[config.mk]
export PLATFORM = sky130hd
export DESIGN_NAME = ysyx_041461_mul_seq
export DESIGN_NICKNAME = d
export VERILOG_FILES = /design/src/rtl/ysyx_041461_mul_seq.sv
export SDC_FILE = /design/constraint.sdc
export NUM_CORES = 2
export LEC_CHECK = 0
export BUFFER_PORTS_ARGS = -buffer_cell sky130_fd_sc_hd__buf_2
export CAP_MARGIN = 20
export CORE_AREA = 2 2 294 296
export DETAILED_ROUTE_END_ITERATION = 6
export DIE_AREA = 0 0 296 298
export MAX_ROUTING_LAYER = met4
export PLACE_DENSITY = 0.66
export SETUP_SLACK_MARGIN = 0.05
export SYNTH_ARGS = -nofsm -noshare
export SYNTH_HDL_FRONTEND = slang
export SYNTH_SLANG_ARGS = --single-unit
[constraint.sdc]
create_clock -name clk -period 13.32 [get_ports clk]
set_input_delay 2.664 -clock clk [delete_from_list [all_inputs] [get_ports clk]]
set_output_delay 2.664 -clock clk [all_outputs]
set_load 0.005 [all_outputs]
[src/rtl/ysyx_041461_mul_seq.sv]
// Sequential shift-add multiplier with a sign-magnitude front end.
// Operands are converted to magnitudes at accept, multiplied BPC bits per
// cycle, then the product is conditionally negated in a single fix-up cycle.
// Word mode multiplies only the low halves and sign-extends the low half of
// the product.
module ysyx_041461_mul_seq #(
    parameter int XLEN = 64,
    parameter int BPC  = 2
) (
    input  logic            clk,
    input  logic            rst,
    input  logic            MUL_valid_in,
    input  logic            MUL_flush,
    input  logic            MUL_mulw,
    input  logic [1:0]      MUL_signed,
    input  logic [XLEN-1:0] MUL_multiplicand,
    input  logic [XLEN-1:0] MUL_multiplier,
    output logic            MUL_ready,
    output logic            MUL_valid_out,
    output logic [XLEN-1:0] MUL_result_hi,
    output logic [XLEN-1:0] MUL_result_lo
);

    localparam int HALF = XLEN / 2;
    localparam int CW   = $clog2(XLEN / BPC + 1);

    localparam logic [1:0] IDLE = 2'd0;
    localparam logic [1:0] CALC = 2'd1;
    localparam logic [1:0] FIX  = 2'd2;

    // Counter reload values: the counter runs down to zero, so load N-1
    localparam logic [CW-1:0] FULL_LAST = CW'(XLEN / BPC - 1);
    localparam logic [CW-1:0] HALF_LAST = CW'(XLEN / (2 * BPC) - 1);

    logic [1:0]        state;
    logic [CW-1:0]     count;
    logic [2*XLEN-1:0] mcand;
    logic [XLEN-1:0]   mplier;
    logic [2*XLEN-1:0] acc;
    logic              neg;
    logic              mulw_r;

    logic [XLEN-1:0]   a_ext;
    logic [XLEN-1:0]   b_ext;
    logic              a_neg;
    logic              b_neg;
    logic [XLEN-1:0]   a_mag;
    logic [XLEN-1:0]   b_mag;
    logic [2*XLEN-1:0] acc_next;
    logic [2*XLEN-1:0] prod;

    assign MUL_ready = (state == IDLE);

    // Operand conditioning: word mode folds the half-width sign into the
    // full-width operand, so one magnitude path serves both modes. The
    // magnitude of the most negative value still fits as an unsigned XLEN.
    always_comb begin
        a_ext = MUL_multiplicand;
        b_ext = MUL_multiplier;
        if (MUL_mulw) begin
            a_ext = {{HALF{MUL_signed[1] & MUL_multiplicand[HALF-1]}}, MUL_multiplicand[HALF-1:0]};
            b_ext = {{HALF{MUL_signed[0] & MUL_multiplier[HALF-1]}}, MUL_multiplier[HALF-1:0]};
        end
        a_neg = MUL_signed[1] & a_ext[XLEN-1];
        b_neg = MUL_signed[0] & b_ext[XLEN-1];
        a_mag = a_neg ? (~a_ext + 1'b1) : a_ext;
        b_mag = b_neg ? (~b_ext + 1'b1) : b_ext;
    end

    // One CALC step: add the shifted multiplicand for each of the BPC
    // multiplier bits currently at the bottom of the multiplier register
    always_comb begin
        acc_next = acc;
        for (int i = 0; i < BPC; i++) begin
            if (mplier[i]) begin
                acc_next = acc_next + (mcand << i);
            end
        end
    end

    // Fix-up: restore the sign of the product from its magnitude
    always_comb begin
        prod = neg ? (~acc + 1'b1) : acc;
    end

    // Control FSM plus datapath registers; flush in CALC/FIX abandons the
    // operation without touching the result registers
    always_ff @(posedge clk or negedge rst) begin
        if (!rst) begin
            state         <= IDLE;
            count         <= '0;
            mcand         <= '0;
            mplier        <= '0;
            acc           <= '0;
            neg           <= 1'b0;
            mulw_r        <= 1'b0;
            MUL_valid_out <= 1'b0;
            MUL_result_hi <= '0;
            MUL_result_lo <= '0;
        end else begin
            MUL_valid_out <= 1'b0;
            case (state)
                IDLE: begin
                    if (MUL_valid_in && !MUL_flush) begin
                        mcand  <= {{XLEN{1'b0}}, a_mag};
                        mplier <= b_mag;
                        acc    <= '0;
                        neg    <= a_neg ^ b_neg;
                        mulw_r <= MUL_mulw;
                        count  <= MUL_mulw ? HALF_LAST : FULL_LAST;
                        state  <= CALC;
                    end
                end
                CALC: begin
                    if (MUL_flush) begin
                        state <= IDLE;
                    end else begin
                        acc    <= acc_next;
                        mcand  <= mcand << BPC;
                        mplier <= mplier >> BPC;
                        if (count == '0) begin
                            state <= FIX;
                        end else begin
                            count <= count - 1'b1;
                        end
                    end
                end
                FIX: begin
                    state <= IDLE;
                    if (!MUL_flush) begin
                        MUL_valid_out <= 1'b1;
                        if (mulw_r) begin
                            MUL_result_hi <= '0;
                            MUL_result_lo <= {{HALF{prod[HALF-1]}}, prod[HALF-1:0]};
                        end else begin
                            MUL_result_hi <= prod[2*XLEN-1:XLEN];
                            MUL_result_lo <= prod[XLEN-1:0];
                        end
                    end
                end
                default: begin
                    state <= IDLE;
                end
            endcase
        end
    end

endmodule

==> impl_metrics.csv <==
group,metric,value,unit
timing,drv_slew,0,
synthesis,synthCells,5472,
synthesis,seq_area_frac_synth,27.2,%
cts,worstSkewPairLatency,0.64,ns
setup_path,r2r_cells,27,
floorplanning,io_pins,265,
floorplanning,die_h,298,um
worst_hold_path,worstHoldPathType,"flip-flop to flip-flop",
synthesis,synth_top_family_by_area,"compound AO/OA/AOI/OAI gates",
setup_path,critPathRequiredTime,13.83,ns
timing,worst_pin_slew,1.15,ns
setup_path,cp.arrival,8.64,ns
timing,rsz0062_at_grt,"false",
job,cap_violations,0,
cts,htree_levels,2,
synthesis,synth.most_common_cell,"nand2_1",
route,wl_per_cell,25.5,um
route,drt-initial-drc-count,5256,
power_and_ir_drop,power_density,196,nW/um^2
synthesis,ys_types,82,
status,status,"finished, final reports clean",
timing,fin_hold_ws,0.462,ns
worst_hold_path,hold_start,"MUL_result_lo[52]",
setup_path,criticalPathCategory,"flip-flop to flip-flop",
synthesis,synth_fa_ha_area_share,8.17,%
synthesis,synth_edf_count,0,
place,gp_congestion,1.05,
setup_path,path_max_fanout,8,
synthesis,syn-num-nets,5882,
setup_path,slowest_stage,"nor4_1",
synthesis,async_flop_share,100,%
timing,setup_slack,5.20,ns
place,numPlacedInstances,6600,
synthesis,synth-compound-area-share,29.2,%
timing,fin_crit_sh,61.0,%
synthesis,ys_warn_count,0,
setup_path,slowest_delay,0.81,ns
cts,cts_resized,0,
setup_path,critPathLaunchType,"flip-flop",
cells_and_area,area_growth,9.16,%
global_route,grt_pass1_wl,254,mm
power_and_ir_drop,leakage,20.6,nW
route,avgViaCountPerCell,6.51,
floorplanning,fp.dieW,296,um
cts,cts_buffer_depth,3,
timing,max_clock_freq,123,MHz
route,drt-pass1-iter-count,6,
timing,fin_tns_setup,0,ns
setup_path,crit_path_end_kind,"flip-flop",
synthesis,ys_ff_latch,459,
cells_and_area,drive_gt1_share,10.3,%
synthesis,ys_top_cells_by_area,"dfrtp_1 (27%), ha_1 (8.1%), o21ai_0 (7.9%)",
setup_path,cp-startpoint,"mcand[0]",
cts,cts_root_buf,"clkbuf_16",
global_route,grt_pass1_vias,40200,
setup_path,critPathTopFamily,"compound AO/OA/AOI/OAI gates",
timing,report.final.setup_viol,0,
cts,postCtsSetupBuffers,0,
synthesis,synth_top_area_share,27.2,%
cells_and_area,layout.cells.non_filler,6707,
timing,hold_viol_final,0,
place,port_buffers,264,
setup_path,worst-path-buf-inv,2,
cells_and_area,nets,5922,
route,num_vias,43600,
timing,maxSlewHeadroom,22.8,%
place,pre_cts_ws,5.50,ns
cells_and_area,fillers,8411,
power_and_ir_drop,ir_worst_vdd,0.000136,V
setup_path,critical_path_depth,27,
route,wl,171,mm
floorplanning,core_area,84900,um^2
synthesis,yosys.area_share.simple,18.3,%
cts,cts.sinks,459,
synthesis,synth.cell_area,42300,um^2
setup_path,cpMostUsedCell,"o21ai_0",
cts,clkSlewWorstSetupHoldPaths,0.06,ns
synthesis,yosys-mux-area-fraction,3.52,%
synthesis,synth_common_cells,"nand2_1 (714), o21ai_0 (666), a21oi_1 (544)",
cts,cts_buffers,54,
timing,period_needed,8.12,ns
global_route,antenna_found_initial,9,
setup_path,ff2ff_setup_slack,5.20,ns
synthesis,yosysTopAreaCell,"dfrtp_1",
synthesis,avgSynthCellArea,7.73,um^2
floorplanning,initial_core_util,49.8,%
global_route,grt_start_max_net_pins,168,
global_route,grt_use_total,38.7,%
setup_path,worstReg2RegStart,"mcand[0]",
place,dp_hpwl,135,mm
floorplanning,dieArea,88200,um^2
setup_path,crit_path_end,"acc[123]",
cts,hold_buffers,0,
floorplanning,row_count,107,
synthesis,synthFlopType,"dfrtp_1",
route,detail-route-antenna-nets,0,
global_route,gr-total-overflow,0,
timing,fin_skew,0.0220,ns
route,drc,0,
setup_path,r2r_end,"acc[123]",
cts,tritoncts,"built",
synthesis,synth_xor_xnor_area_share,9.67,%
[cell families after synthesis]
family	after synthesis
AOI/OAI and AO/OA	2002
xor gates and xnor gates	467
adders and majority gates	275
buffers and inverters	445
DFF	459
muxes	135
and+or+nand+nor	1689
[layout make-up]
cell class	count	area [um^2]	share of cell area [%]
Sequential cell	459	11500	24.9
Multi-Input combinational cell	4568	29200	63.2
Timing Repair Buffer	317	1750	3.80
Inverter	112	420	0.911
Clock buffer	76	1580	3.41
Antenna cell	8	20.0	0.0434
Tap cell	1144	1430	3.10
Clock inverter	23	295	0.640
[worst reg2reg max path, delay by kind of cell (launching register included)]
family,cells,cell delay (ns)
xor+xnor,2,0.35
buf+inv,2,0.25
compound gates,13,4.15
fa+ha+maj,3,1.05
simple gates,6,1.53
mux,1,0.29
flops,1,0.41
[metrics by stage]
step | utilization, % | instance area [um^2] | power [mW]
after floorplan | - | 42300 | 5.54
after detailed placement | 52.2 | 44300 | 7.24
after CTS | 54.4 | 46100 | 8.86
after global placement | 52.2 | 44300 | 7.28
after global routing | 54.4 | 46100 | 9.58
final | 54.4 | 46200 | 9.06
[layer usage]
layer	track usage, %	routed length, um	vias to the layer above
li1	-	-	20200
met1	56.6	78000	20900
met2	50.7	66000	2245
met3	12.1	21600	312
met4	10.3	5170	0
met5	-	0	-
[state kept, by name, indices dropped and copies added, names as in the netlist]
signal,cells
mplier,64
state,2
mulw_r,1
mcand,128
acc,128
MUL_result_lo,64
MUL_result_hi,64
count,6
MUL_valid_out,1
neg,1
[how the worst min path moves through the flow]
stage / cells past startpoint / endpoint / slack (ns)
6_report: 2 / MUL_result_lo[52] / 0.46
5_1_grt: 2 / MUL_result_lo[52] / 0.49
4_1_cts: 2 / MUL_result_lo[52] / 0.47
3_5_place_dp: 2 / MUL_result_lo[52] / 0.45
3_3_place_gp: 2 / MUL_result_lo[52] / 0.45
2_1_floorplan: 2 / mplier[62] / 0.45
[layout by cell type (no fill, tap or decap), types with 31 or more instances in the layout]
cell / n
inv_1: 110
o21ai_0: 666
ha_1: 273
nor3_1: 92
o21bai_1: 81
clkbuf_16: 55
o41ai_1: 40
xnor2_1: 226
o211ai_1: 46
o31ai_1: 57
o21a_1: 35
buf_2: 263
a22o_1: 71
a22oi_1: 132
nand2_1: 713
mux2_2: 108
or4_1: 37
a21o_1: 123
dfrtp_1: 456
a21oi_1: 544
nand3_1: 73
and3_1: 32
nand4_1: 123
or3_1: 48
nor4_1: 50
buf_4: 51
nand2b_1: 32
xor2_1: 241
a31oi_1: 31
nor2_1: 381
[power breakdown]
part	switching [mW]	total, mW	leakage (nW)	internal, mW
registers	0.508	2.13	6.14	1.62
logic	3.44	5.33	13.5	1.89
clock network	0.665	1.61	0.922	0.940
total	4.62	9.06	20.6	4.45
Power figures use the tool's default switching activity.
